--- config.mk ---
export PLATFORM = sky130hd
export DESIGN_NAME = pipe_stage_reg
export DESIGN_NICKNAME = d
export VERILOG_FILES = /design/src/rtl/pipe_stage_reg.sv
export SDC_FILE = /design/constraint.sdc
export NUM_CORES = 1
export LEC_CHECK = 0
export ABC_AREA = 1
export BUFFER_PORTS_ARGS = -buffer_cell sky130_fd_sc_hd__buf_4
export CAP_MARGIN = 0
export CORE_UTILIZATION = 55
export DETAILED_ROUTE_END_ITERATION = 16
export GPL_ROUTABILITY_DRIVEN = 0
export GPL_TIMING_DRIVEN = 0
export PLACE_DENSITY = 0.79
export REMOVE_ABC_BUFFERS = 1
export SLEW_MARGIN = 20
export SYNTH_ARGS = -nofsm -noshare
export SYNTH_HDL_FRONTEND = slang
export SYNTH_SLANG_ARGS = --single-unit
--- constraint.sdc ---
create_clock -name clk -period 7.4 [get_ports clk]
set_input_delay 1.11 -clock clk [delete_from_list [all_inputs] [get_ports clk]]
set_output_delay 1.11 -clock clk [all_outputs]
set_load 0.02 [all_outputs]
--- src/rtl/pipe_stage_reg.sv ---
// Elastic multi-stage pipeline register with a valid/ready handshake on both sides.
// The register supports a synchronous flush, bubble collapse and an optional input skid entry that keeps in_ready registered.
module pipe_stage_reg #(
    parameter int WIDTH = 32,
    parameter int DEPTH = 2,
    parameter int SKID  = 1,
    parameter int CNTW  = $clog2(DEPTH + SKID + 1)
) (
    input  logic             clk,
    input  logic             rst,
    input  logic             flush,
    input  logic             in_valid,
    output logic             in_ready,
    input  logic [WIDTH-1:0] in_data,
    output logic             out_valid,
    input  logic             out_ready,
    output logic [WIDTH-1:0] out_data,
    output logic [CNTW-1:0]  count
);

    logic [DEPTH-1:0] r_valid;
    logic [WIDTH-1:0] r_data [DEPTH];
    logic [CNTW-1:0]  r_count;

    logic [DEPTH-1:0] w_acc;
    logic [DEPTH-1:0] w_adv;
    logic [DEPTH-1:0] w_load;
    logic [DEPTH-1:0] w_validNext;
    logic             w_srcValid;
    logic [WIDTH-1:0] w_srcData;
    logic             w_skidNext;
    logic [CNTW-1:0]  w_countNext;

    // Walk from the tail towards the input so that each stage sees whether the stage after it can take data.
    always_comb begin
        logic carry;
        w_acc = '0;
        w_adv = '0;
        carry = out_ready;
        for (int i = DEPTH - 1; i >= 0; i--) begin
            w_adv[i] = carry;
            w_acc[i] = !r_valid[i] || carry;
            carry    = w_acc[i];
        end
    end

    always_comb begin
        w_load      = '0;
        w_validNext = r_valid;
        w_load[0]   = w_acc[0] && w_srcValid;
        for (int i = 1; i < DEPTH; i++) begin
            w_load[i] = w_acc[i] && r_valid[i-1];
        end
        for (int i = 0; i < DEPTH; i++) begin
            if (flush) begin
                w_validNext[i] = 1'b0;
            end else if (w_load[i]) begin
                w_validNext[i] = 1'b1;
            end else if (w_adv[i]) begin
                w_validNext[i] = 1'b0;
            end
        end
    end

    if (SKID != 0) begin : g_skid
        logic             r_skidValid;
        logic [WIDTH-1:0] r_skidData;

        // The skid entry catches a payload that is accepted while stage 0 is blocked. It always drains ahead of newer input.
        assign w_skidNext = !flush && (r_skidValid ? !w_acc[0] : (in_valid && !w_acc[0]));
        assign in_ready   = !r_skidValid;
        assign w_srcValid = r_skidValid || in_valid;
        assign w_srcData  = r_skidValid ? r_skidData : in_data;

        always_ff @(posedge clk or posedge rst) begin
            if (rst) begin
                r_skidValid <= 1'b0;
                r_skidData  <= '0;
            end else begin
                r_skidValid <= w_skidNext;
                if (!flush && !r_skidValid && in_valid && !w_acc[0]) begin
                    r_skidData <= in_data;
                end
            end
        end
    end else begin : g_noSkid
        assign w_skidNext = 1'b0;
        assign in_ready   = w_acc[0];
        assign w_srcValid = in_valid;
        assign w_srcData  = in_data;
    end

    always_comb begin
        w_countNext = CNTW'(w_skidNext);
        for (int i = 0; i < DEPTH; i++) begin
            w_countNext = w_countNext + CNTW'(w_validNext[i]);
        end
    end

    always_ff @(posedge clk or posedge rst) begin
        if (rst) begin
            r_valid <= '0;
            r_count <= '0;
        end else begin
            r_valid <= w_validNext;
            r_count <= w_countNext;
        end
    end

    // Data registers load only on an actual transfer into the stage, so invalid stages keep their stale contents.
    always_ff @(posedge clk or posedge rst) begin
        if (rst) begin
            for (int i = 0; i < DEPTH; i++) begin
                r_data[i] <= '0;
            end
        end else if (!flush) begin
            if (w_load[0]) begin
                r_data[0] <= w_srcData;
            end
            for (int i = 1; i < DEPTH; i++) begin
                if (w_load[i]) begin
                    r_data[i] <= r_data[i-1];
                end
            end
        end
    end

    assign out_valid = r_valid[DEPTH-1];
    assign out_data  = r_data[DEPTH-1];
    assign count     = r_count;

endmodule

======== Word-level counts from Yosys, hierarchy flattened ========
Cells that the tools add are included.
cells by class
  $add $sub $neg .......................... 2
  div/mod/pow operators ................... 0
  magnitude comparators ................... 0
  multiply operators ...................... 0
  shift-type cells ........................ 0
  bitwise gates (word level) .............. 1
  equal/unequal tests ..................... 0
  reductions and logical operators ........ 17
  muxes and demuxes ....................... 8
operators by type and width
  cell                                    number
  32-bit 2-to-1 mux                       1
  1-bit logical AND                       7
  1-bit 2-to-1 mux                        7
  1-bit zero test                         5
  2-bit AND reduction                     2
  1-bit logical OR                        3
  1-bit by 1-bit adder with 2-bit output  1
  2-bit by 1-bit adder with 2-bit output  1
  1-bit NOT                               1
storage, ports and cells
  flip-flop bits (word level) ............. 101
  memory bits (writable) .................. 0
  bits in latches ......................... 0
  output and inout bits ................... 36
  memories kept ........................... 0
  bits in read-only memories .............. 0
  logic and storage cells ................. 34

======== Logic depth before layout (Yosys ltp) ========
Gate-level depths: netlist of the first run.
  depth after elaboration ................. 9
  gate-level depth with buffers ........... 8

======== Worst setup path before layout of the first run ========
No wires, ideal clock.
  path type ............................... input to register
  start point ............................. input out_ready
  end point ............................... register r_count[0], in the netlist count[0]
  setup time .............................. 0.136 ns
  arrival ................................. 2.196 ns
  slack ................................... 5.068 ns
  data required time ...................... 7.264 ns
  stages .................................. 5
  cell sequence ........................... inv_1 nand3_4 buf_1 nor3_1 fa_1
on the way
  longest elaborated chain between the ends .. 8
ends and longest elaborated chain
  item                                        line  text
  from (decl)                                 16    input logic out_ready,
  1-bit logical OR (*) (2 in series)          42    w_acc[i] = !r_valid[i] || carry;
  1-bit zero test (*)                         70    assign w_skidNext = !flush && (r_skidValid ? !w_acc[0] : (in_valid && !w_acc[0]));
  1-bit logical AND                           70
  1-bit 2-to-1 mux (*)                        70
  1-bit logical AND (*)                       70
  via w_skidNext                              31    logic w_skidNext;
  1-bit by 1-bit adder with 2-bit output (*)  96    w_countNext = w_countNext + CNTW'(w_validNext[i]);
  2-bit by 1-bit adder with 2-bit output (*)  96
  via w_countNext[0]                          32    logic [CNTW-1:0] w_countNext;
  to (signal assigned)                        106   r_count <= w_countNext;
  to (decl)                                   23    logic [CNTW-1:0] r_count;
Mark *: on every way through the listed nets, which the timed path passes. The rest lies on a longest branch.
A chain may end at the register's enable or synchronous reset.

======== Worst setup path after layout of the first run ========
  start point ............................. register g_skid.r_skidValid
  end point ............................... output in_ready
on the way
  longest elaborated chain between the ends .. 1
ends and longest elaborated chain
  item                    line  text
  from (decl)             66    logic r_skidValid;
  from (signal assigned)  80    r_skidValid <= w_skidNext;
  1-bit zero test         71    assign in_ready = !r_skidValid;
  to (decl)               13    output logic in_ready,
No other way between the ends.

==> results of run 1 <==
[through the flow]
step | total power, mW | util | area, sq um | worst slack [ps] | hold slack (ps)
2_1_floorplan | 0.817 | - | 4200 | 3640 | 442
3_3_place_gp | 0.916 | 0.596 | 4870 | 2490 | 453
3_5_place_dp | 0.929 | 0.600 | 4910 | 4440 | 458
4_1_cts | 1.28 | 0.624 | 5100 | 4090 | 480
5_1_grt | 1.33 | 0.625 | 5110 | 3950 | 499
6_report | 1.26 | 0.625 | 5110 | 4090 | 474
[placed cells by master, fill, tap and decap left out, types with 3 or more instances in the layout]
| master | synthesis | routed |
|---|---|---|
| nor2_4 | 3 | 3 |
| clkbuf_1 | 2 | 3 |
| dfrtp_1 | 101 | 100 |
| nand2_1 | 290 | 290 |
| nand3_1 | 33 | 33 |
| buf_4 | 37 | 72 |
| clkbuf_8 | 0 | 11 |
| o21ai_0 | 32 | 32 |
| inv_1 | 36 | 35 |
[routing by layer]
metal | global-route usage | up-vias | part of all wire
li1 | - | 1734 | -
met1 | 0.287 | 1616 | 0.46
met2 | 0.369 | 100 | 0.48
met3 | 0.0333 | 11 | 0.046
met4 | 0.0808 | 0 | 0.013
met5 | 0 | - | 0
[worst min-delay path by stage]
stage / to / slack (ps) / cells after the start
final: r_data[49] / 470 / 2
after detailed placement: r_data[45] / 460 / 2
after global placement: r_data[34] / 450 / 2
after global routing: g_skid.r_skidData[15] / 500 / 2
after CTS: r_data[49] / 480 / 2
after floorplan: g_skid.r_skidData[24] / 440 / 2
[synthesized netlist by cell type]
cell	instances
nand2_2	2
inv_1	36
clkbuf_2	3
nand3_4	1
buf_2	13
nor2_4	3
fa_1	1
a21oi_1	2
clkinv_2	1
buf_4	37
buf_1	1
nand3_2	1
clkbuf_1	2
nor2_1	2
nand2_1	290
nor3_1	1
buf_6	4
dfrtp_1	101
o21ai_0	32
inv_2	1
nand3_1	33
[state kept, by name, indices dropped and copies added (netlist names)]
signal	cells
g_skid.r_skidValid	1
count	2
out_data	32
g_skid.r_skidData	32
r_valid	2
r_data	32
[cells by family after synthesis]
group                      after synthesis  synth area share
DFF                                    101             0.548
adders and majority gates                1           0.00434
AOI/OAI and AO/OA                       34            0.0369
buffers and inverters                   98             0.121
and+or+nand+nor                        333             0.290
[power groups by stage]
stage / Clock [mW] / Combinational [mW] / Sequential [mW]
after floorplan: 0 / 0.0900 / 0.727
after global placement: 0 / 0.233 / 0.683
after detailed placement: 0 / 0.241 / 0.688
after CTS: 0.359 / 0.242 / 0.677
after global routing: 0.374 / 0.269 / 0.687
final: 0.349 / 0.238 / 0.677
[worst max-delay path, cell delays in order, from the launching register on]
cell and delay, ps:
dfrtp_2 830, clkinv_2 660, buf_4 360
[layout make-up]
cell class,count,area (sq um),share of cell area
Clock buffer,14,163,0.0318
Clock inverter,1,30.0,0.00588
Inverter,38,149,0.0292
Multi-Input combinational cell,368,1540,0.301
Sequential cell,101,2530,0.495
Tap cell,105,131,0.0257
Timing Repair Buffer,73,568,0.111
==> metrics.md, run 1 <==
| Metric | Value |
|---|---|
| Launch point of the worst reg-to-reg path | g_skid.r_skidValid |
| Average wire per standard cell | 12.5 um |
| Outcome | finished clean |
| Antenna diode count | 0 |
| Area leader, netlist | dfrtp_1 |
| Total Nets Final | between 600 and 700 |
| Net switching power of the design | 0.356 mW |
| Initial core utilization | 0.565 |
| Cell area after technology mapping | 4620 sq um |
| Synthesis Warnings | 0 |
| Leakage component of the power | 2.87 nW |
| Antenna viol nets, final | 0 |
| Fraction of power consumed by sequential logic | 0.536 |
| Share of post-route cells with drive strength above 1 | 0.161 |
| Portion of the post-synthesis area used by sequential elements | 0.548 |
| Drc violations | 0 |
| Reg-to-reg critical path endpoint | r_data[53] |
| Area of the core | 8180 sq um |
| Flop2flop setup slack | between 4000 and 5000 ps |
| Main area contributors after synthesis | dfrtp_1 (55%), nand2_1 (24%), buf_4 (6.0%) |
| Vias per cell | ~4.9 |
| Tightest Pin Transition | 790 ps |
| Number of failing hold endpoints at the final stage | 0 |
| Hold Crit Start | r_data[49] |
| DR pass1 iterations | 4 |
| Die footprint | 8760 sq um |
| DP HPWL | 5.40 mm |
| Latest clock arrival within the worst-skew pair | approximately 350 ps |
| Die Height | 93.6 um |
| Peak supply drop | approximately 0.00014 V |
| Layout Skew | 12.5 ps |
| Clock group share of total power | 0.276 |
| Arrival time worst endpoint | 2200 ps |
| Global-route wire length before repair | 15.0 mm |
| Startpoint of the worst setup timing path | g_skid.r_skidValid |
| Overall via count from detail_route | 3461 |
| Detailed Route Iter0 Violations | 233 |
| Via count of the first global-routing pass | 3272 |
| Largest net degree at the start of global routing | 66 |
| CTS buffer count | 9 |
| Clock period minus final worst setup slack | 3310 ps |
| Number of max-cap violations | 0 |
| Number of clock sinks | 101 |
| RSZ-0062 raised after global routing | no |
| Unique cell type count in the Yosys netlist | 21 |
| Number of buffers added to fix hold violations after cts | 0 |
| Post-CTS Repair Setup Buffers | 0 |
| Combinational power share | 0.188 |
| Final period utilization | 0.448 |
| Internal power contribution | 0.907 mW |
| Endpoint of the most critical setup path | in_ready |
| Critical Path End Type | output pin |
| Placed Instances | 685 |
| Clock root buffer | clkbuf_8 |
| R2r worst-path depth | 5 |
| #FFs+latches synth | 101 |
| Die width | 93.6 um |
| Switching power as a share of total power | 0.282 |
| Highest fanout seen on the critical path | 35 |
| Highest Clock Rate | 0.302 GHz |
| CTS tree | built |
| Boundary Pins | 73 |
| Clock transition time at the flip-flop clock pins of the worst setup and hold paths | about 90 ps |
| Power per Cell Area | 247 nW/um^2 |
| Area added between synthesis and finish | 10.7% |
| Clk buf depth | 2 |
| Number of fill cells in the layout | 725 |
| Post_cts resized | 0 |
| Startpoint kind of the worst setup timing path | flop |
| Post-Route Setup TNS | 0 ps |
| Drt total wl | 8.77 mm |
| Avg Cell Area, Syn | 8.14 sq um |
| All-Layer GR Usage | 0.219 |
| Max Transition Viols Final | 0 |
| Total number of placement rows | 33 |
| CTS H-Tree Depth | 3 |
| CP required | 6290 ps |
| Post-Syn Instances | about 570 |
| Number of antenna violations at the first check in global routing | 0 |
| GRT Residual Overflow | 0 |
| Path type of the worst min-delay path | flop to flop |
| Setup violation total in the final timing report | 0 |
| Worst max-slew margin expressed relative to the limit | 0.472 |
| Number of buffer cells added on primary ports | 72 |
| Non-Filler Instances | 700 |
| Proportion of netlist area held by the largest area contributor | 0.548 |
| Critical setup path kind | flop to output pin |
Power figures use the tool's default switching activity.
==> run 2: changes to the inputs <==
Settings changed: CORE_UTILIZATION 55 to 51, PLACE_DENSITY 0.79 to 0.77.
Clock period 7.4 ns to 3 ns, I/O delays scaled along.
==> run 2 against run 1 <==
  * Via count is 0.49% lower
  * Combinational power rose by 150%
  * Sequential power up 150%
  * Clock power grew to 2.6 times the previous value
  * Register-to-register slack lost 4400 ps
  * Final cell count is 0.57% higher
  * First-iteration DRC count down 36%
  * Routed wire length rose by 4.4%
  * Sequential cell count unchanged
  * Clock skew down 4.6 ps
  * Sequential share of layout area shrank 0.21 points
  * Critical path type unchanged
  * Highest routed layer unchanged
==> metrics.md, run 2 (synthesized netlist as in run 1, its figures left out) <==
| Metric | Value |
|---|---|
| GRT Residual Overflow | 0 |
| Worst max-slew margin expressed relative to the limit | 0.457 |
| Area added between synthesis and finish | 11.1% |
| Arrival time worst endpoint | 2250 ps |
| Latest clock arrival within the worst-skew pair | 350 ps |
| Die Height | 97.1 um |
| Total number of placement rows | 34 |
| Cells along the critical path | clkinv_2 -> buf_4 |
| Post_cts resized | 0 |
| Total Nets Final | 629 |
| Non-Filler Instances | 704 |
| CTS H-Tree Depth | 3 |
| Die width | 97.1 um |
| Average wire per standard cell | 13.0 um |
| Overall via count from detail_route | 3444 |
| Path type of the worst min-delay path | primary input to asynchronous set/reset pin |
| Max Transition Viols Final | 0 |
| Boundary Pins | 73 |
| Die footprint | 9440 sq um |
| Highest fanout seen on the critical path | 35 |
| Clock period minus final worst setup slack | roughly 2700 ps |
| Number of fill cells in the layout | 809 |
| Area of the core | around 8700 sq um |
| Highest Clock Rate | 0.370 GHz |
| Layout Skew | between 7 and 8 ps |
| Clock transition time at the flip-flop clock pins of the worst setup and hold paths | 100 ps |
| Area after DPL | 4910 sq um |
| Hold slack final | 97.1 ps |
| Highest-count cells in the layout ignoring fill and taps | nand2_1 (290), dfrtp_1 (100), buf_4 (72) |
| Number of failing hold endpoints at the final stage | 0 |
| Clock root buffer | clkbuf_8 |
| DP HPWL | 5.41 mm |
| Peak per-stage delay on the critical path | slightly above 800 ps |
| Critical setup path kind | flop to output pin |
| Initial core utilization | 0.529 |
| Final setup margin | 297 ps |
| Number of clock sinks | 101 |
| Antenna diode count | 0 |
| Share of post-route cells with drive strength above 1 | 0.168 |
| DR pass1 iterations | 4 |
| Total power of the final layout | approximately 3.2 mW |
| Drt total wl | 9.15 mm |
| Setup violation total in the final timing report | 0 |
| CP required | 2550 ps |
| Placed Instances | roughly 700 |
| Cell class contributing the biggest share of worst-path delay | buffers and inverters |
| Final Util | 0.588 |
| Number of max-cap violations | 0 |
| Peak supply drop | 0.000290 V |
| Largest net degree at the start of global routing | 65 |
| CTS tree | built |
| Detailed Route Iter0 Violations | about 150 |
| Clk buf depth | 2 |
| Global-route wire length before repair | 15.8 mm |
| Vias per cell | a little under 5 |
| Slowest cell on the critical path | dfrtp_2 |
| Number of buffers added to fix hold violations after cts | 0 |
| Leakage component of the power | around 2.9 nW |
| Number of buffer cells added on primary ports | 72 |
| Final period utilization | 0.901 |
| RSZ-0062 raised after global routing | no |
| Outcome | finished clean |
| Via count of the first global-routing pass | 3369 |
| Critical Path End Type | output pin |
| Drc violations | 0 |
| Power per Cell Area | 616 nW/um^2 |
| Antenna viol nets, final | 0 |
| Startpoint kind of the worst setup timing path | flop |
| Post-Layout Inst Area | 5130 sq um |
| Number of antenna violations at the first check in global routing | 0 |
| DP Worst Slack | 382 ps |
| Tightest Pin Transition | roughly 810 ps |
| Post-Route Setup TNS | 0 ps |
| Buf/Inv on CP | 2 |
| Most frequent standard cell in the layout excluding fill and tap cells | nand2_1 |
| Post-CTS Repair Setup Buffers | 0 |
| CTS buffer count | 9 |
| All-Layer GR Usage | 0.208 |
-- run 2: power by group --
part | switching, mW | total, mW | leakage [nW] | internal, mW
Sequential | 0.110 | 1.67 | 1.30 | 1.56
Clock | 0.468 | 0.900 | 0.102 | 0.432
Combinational | 0.341 | 0.589 | 1.47 | 0.248
Total | 0.919 | 3.16 | 2.88 | 2.24
-- run 2: worst paths after layout --
path,startpoint,end,slack (ps),cells after the start
worst max-delay path,g_skid.r_skidValid,in_ready,300,2
worst min-delay path,rst,r_data[52],100,2
worst max register to register,g_skid.r_skidValid,r_data[33],390,5
worst min register to register,r_data[40],r_data[40],470,2
max in group asynchronous,rst,g_skid.r_skidValid,2270,3
min in group clk,in_data[5],g_skid.r_skidData[5],300,3
-- run 2: final cells by class --
class,count,area (sq um),area share
clock buffers,11,151,0.0295
clock inverters,5,58.8,0.0115
inverters,38,149,0.0290
multi-input cells,368,1540,0.300
flip-flops and latches,101,2530,0.493
well taps,108,135,0.0263
repair buffers,73,568,0.111
-- run 2: worst reg2reg max path: stages (launching register included) --
cell and delay, ps:
dfrtp_2 830, nor2_4 110, nor2_4 650, nand2_2 630, nand2_1 200, nand2_1 70
-- run 2: routing by layer --
metal  vias up  wire length, um  GRT usage
li1       1738                -          -
met1      1608             4380      0.270
met2        86             4270      0.349
met3        12              381     0.0309
met4         0              112     0.0850
met5         -                0          0
==> run 3: changes to the inputs <==
Settings changed: SETUP_SLACK_MARGIN from default to 0.4.
==> run 3 against run 2 <==
  * Routed wire length is 0.19% higher
  * Design area is 0.17% higher
  * Utilization is 0.10 points higher
  * Die area stayed put
  * Critical path depth stayed put
  * Via count is 0.20% lower
  * Largest power group unchanged
==> metrics.md, run 3 (synthesized netlist as in run 1, its figures left out) <==
| Metric | Value |
|---|---|
| GRT Residual Overflow | 0 |
| Critical setup path kind | flop to output pin |
| Cell class contributing the biggest share of worst-path delay | flip-flops |
| Detailed Route Iter0 Violations | 140 |
| Global-route wire length before repair | 15.8 mm |
| Clock root buffer | clkbuf_8 |
| Antenna diode count | 0 |
| Critical Path End Type | output pin |
| Boundary Pins | between 70 and 80 |
| Buf/Inv on CP | 2 |
| Flop2flop setup slack | 620 ps |
| Average wire per standard cell | 13.0 um |
| Vias per cell | 4.88 |
| Slowest cell on the critical path | dfrtp_2 |
| Overall via count from detail_route | 3437 |
| Final Util | 0.589 |
| Setup violation total in the final timing report | 0 |
| Number of buffer cells added on primary ports | 72 |
| Highest Clock Rate | 0.417 GHz |
| Switching power as a share of total power | 0.291 |
| Antenna viol nets, final | 0 |
| Initial core utilization | 0.529 |
| Die footprint | about 9400 sq um |
| Total number of placement rows | 34 |
| Peak supply drop | a little under 0.0003 V |
| Latest clock arrival within the worst-skew pair | 360 ps |
| Highest fanout seen on the critical path | 35 |
| Internal power contribution | roughly 2.2 mW |
| Highest-count cells in the layout ignoring fill and taps | nand2_1 (290), dfrtp_1 (100), buf_4 (72) |
| Peak per-stage delay on the critical path | 850 ps |
| Post_cts resized | 2 |
| Drt total wl | just over 9 mm |
| Total Nets Final | 629 |
| RSZ-0062 raised after global routing | no |
| Cells along the critical path | clkinv_4 -> buf_4 |
| Die width | 97.1 um |
| Non-Filler Instances | 704 |
| Number of fill cells in the layout | 808 |
| Reg-to-reg critical path endpoint | r_data[33] |
| Launch point of the worst reg-to-reg path | g_skid.r_skidValid |
| Arrival time worst endpoint | 1950 ps |
| Via count of the first global-routing pass | 3376 |
| Clock transition time at the flip-flop clock pins of the worst setup and hold paths | roughly 100 ps |
| Layout Skew | about 6.3 ps |
| Path type of the worst min-delay path | primary input to asynchronous set/reset pin |
| Clk buf depth | 2 |
| Clock group share of total power | 0.285 |
| Outcome | finished clean |
| Area added between synthesis and finish | 11.3% |
| Power per Cell Area | about 610 nW/um^2 |
| Clock period minus final worst setup slack | about 2400 ps |
| DP HPWL | 5.41 mm |
| CTS buffer count | 9 |
| Tightest Pin Transition | 833 ps |
| Crit path depth | 2 |
| Area of the core | 8720 sq um |
| Net switching power of the design | between 0.9 and 1 mW |
| Post-Layout Inst Area | 5140 sq um |
| R2r worst-path depth | 5 |
| Placed Instances | just under 700 |
| Combinational power share | 0.186 |
| Most frequent standard cell in the layout excluding fill and tap cells | nand2_1 |
| CP required | 2550 ps |
| Drc violations | 0 |
| Number of clock sinks | 101 |
| Area after DPL | just under 5000 sq um |
| Post-CTS Repair Setup Buffers | 0 |
| Largest net degree at the start of global routing | 65 |
| Share of post-route cells with drive strength above 1 | 0.168 |
| Die Height | 97.1 um |
| Startpoint kind of the worst setup timing path | flop |
| Leakage component of the power | 2.88 nW |
| All-Layer GR Usage | 0.208 |
| Number of failing hold endpoints at the final stage | 0 |
| Final period utilization | 0.799 |
| Worst max-slew margin expressed relative to the limit | 0.443 |
| Number of antenna violations at the first check in global routing | 0 |
| DR pass1 iterations | 4 |
| Fraction of power consumed by sequential logic | 0.529 |
| Max Transition Viols Final | 0 |
| Number of buffers added to fix hold violations after cts | 0 |
| Number of max-cap violations | 0 |
| CTS tree | built |
| CTS H-Tree Depth | 3 |
run 3: cell counts in the layout (fill, tap and decap cells not counted):
Identical to the previous run, type by type.
run 3: metal layers:
metal | routed length [um] | up-vias | GRT usage | part of all wire
li1 | - | 1738 | - | -
met1 | 4320 | 1595 | 0.270 | 0.47
met2 | 4340 | 90 | 0.350 | 0.47
met3 | 392 | 14 | 0.0309 | 0.043
met4 | 117 | 0 | 0.0850 | 0.013
met5 | 0 | - | 0 | 0
run 3: worst max path at each step:
stage,from,end,slack (ps)
6_report,g_skid.r_skidValid,in_ready,600
5_1_grt,g_skid.r_skidValid,r_data[58],400
4_1_cts,g_skid.r_skidValid,r_data[33],570
3_5_place_dp,g_skid.r_skidValid,r_data[33],380
3_3_place_gp,rst,count[1],-1230
2_1_floorplan,rst,count[0],-100
run 3: area by class of cell:
type | instances | area, sq um | area share
multi-input combinational | 368 | 1540 | 0.300
clock inverter | 5 | 58.8 | 0.0114
sequential | 101 | 2530 | 0.492
timing repair buffer | 73 | 568 | 0.111
clock buffer | 11 | 151 | 0.0295
tap | 108 | 135 | 0.0263
inverter | 38 | 153 | 0.0297
run 3: stage by stage:
step / worst slack [ps] / setup TNS, ps / power [mW] / hold WS, ps
global route: 405 / 0 / 3.33 / 112
global placement: -1230 / -123290 / 2.26 / 453
finish: 603 / 0 / 3.16 / 93.1
detailed placement: 382 / 0 / 2.29 / 458
CTS: 572 / 0 / 3.19 / 101
floorplan: -97.1 / -9810 / 2.02 / 442
run 3: power groups by stage:
stage,Clock [mW],Combinational (mW),Sequential (mW)
final,0.901,0.589,1.67
after global routing,0.977,0.657,1.70
after CTS,0.918,0.599,1.67
after detailed placement,0,0.596,1.69
after global placement,0,0.576,1.68
after floorplan,0,0.222,1.79
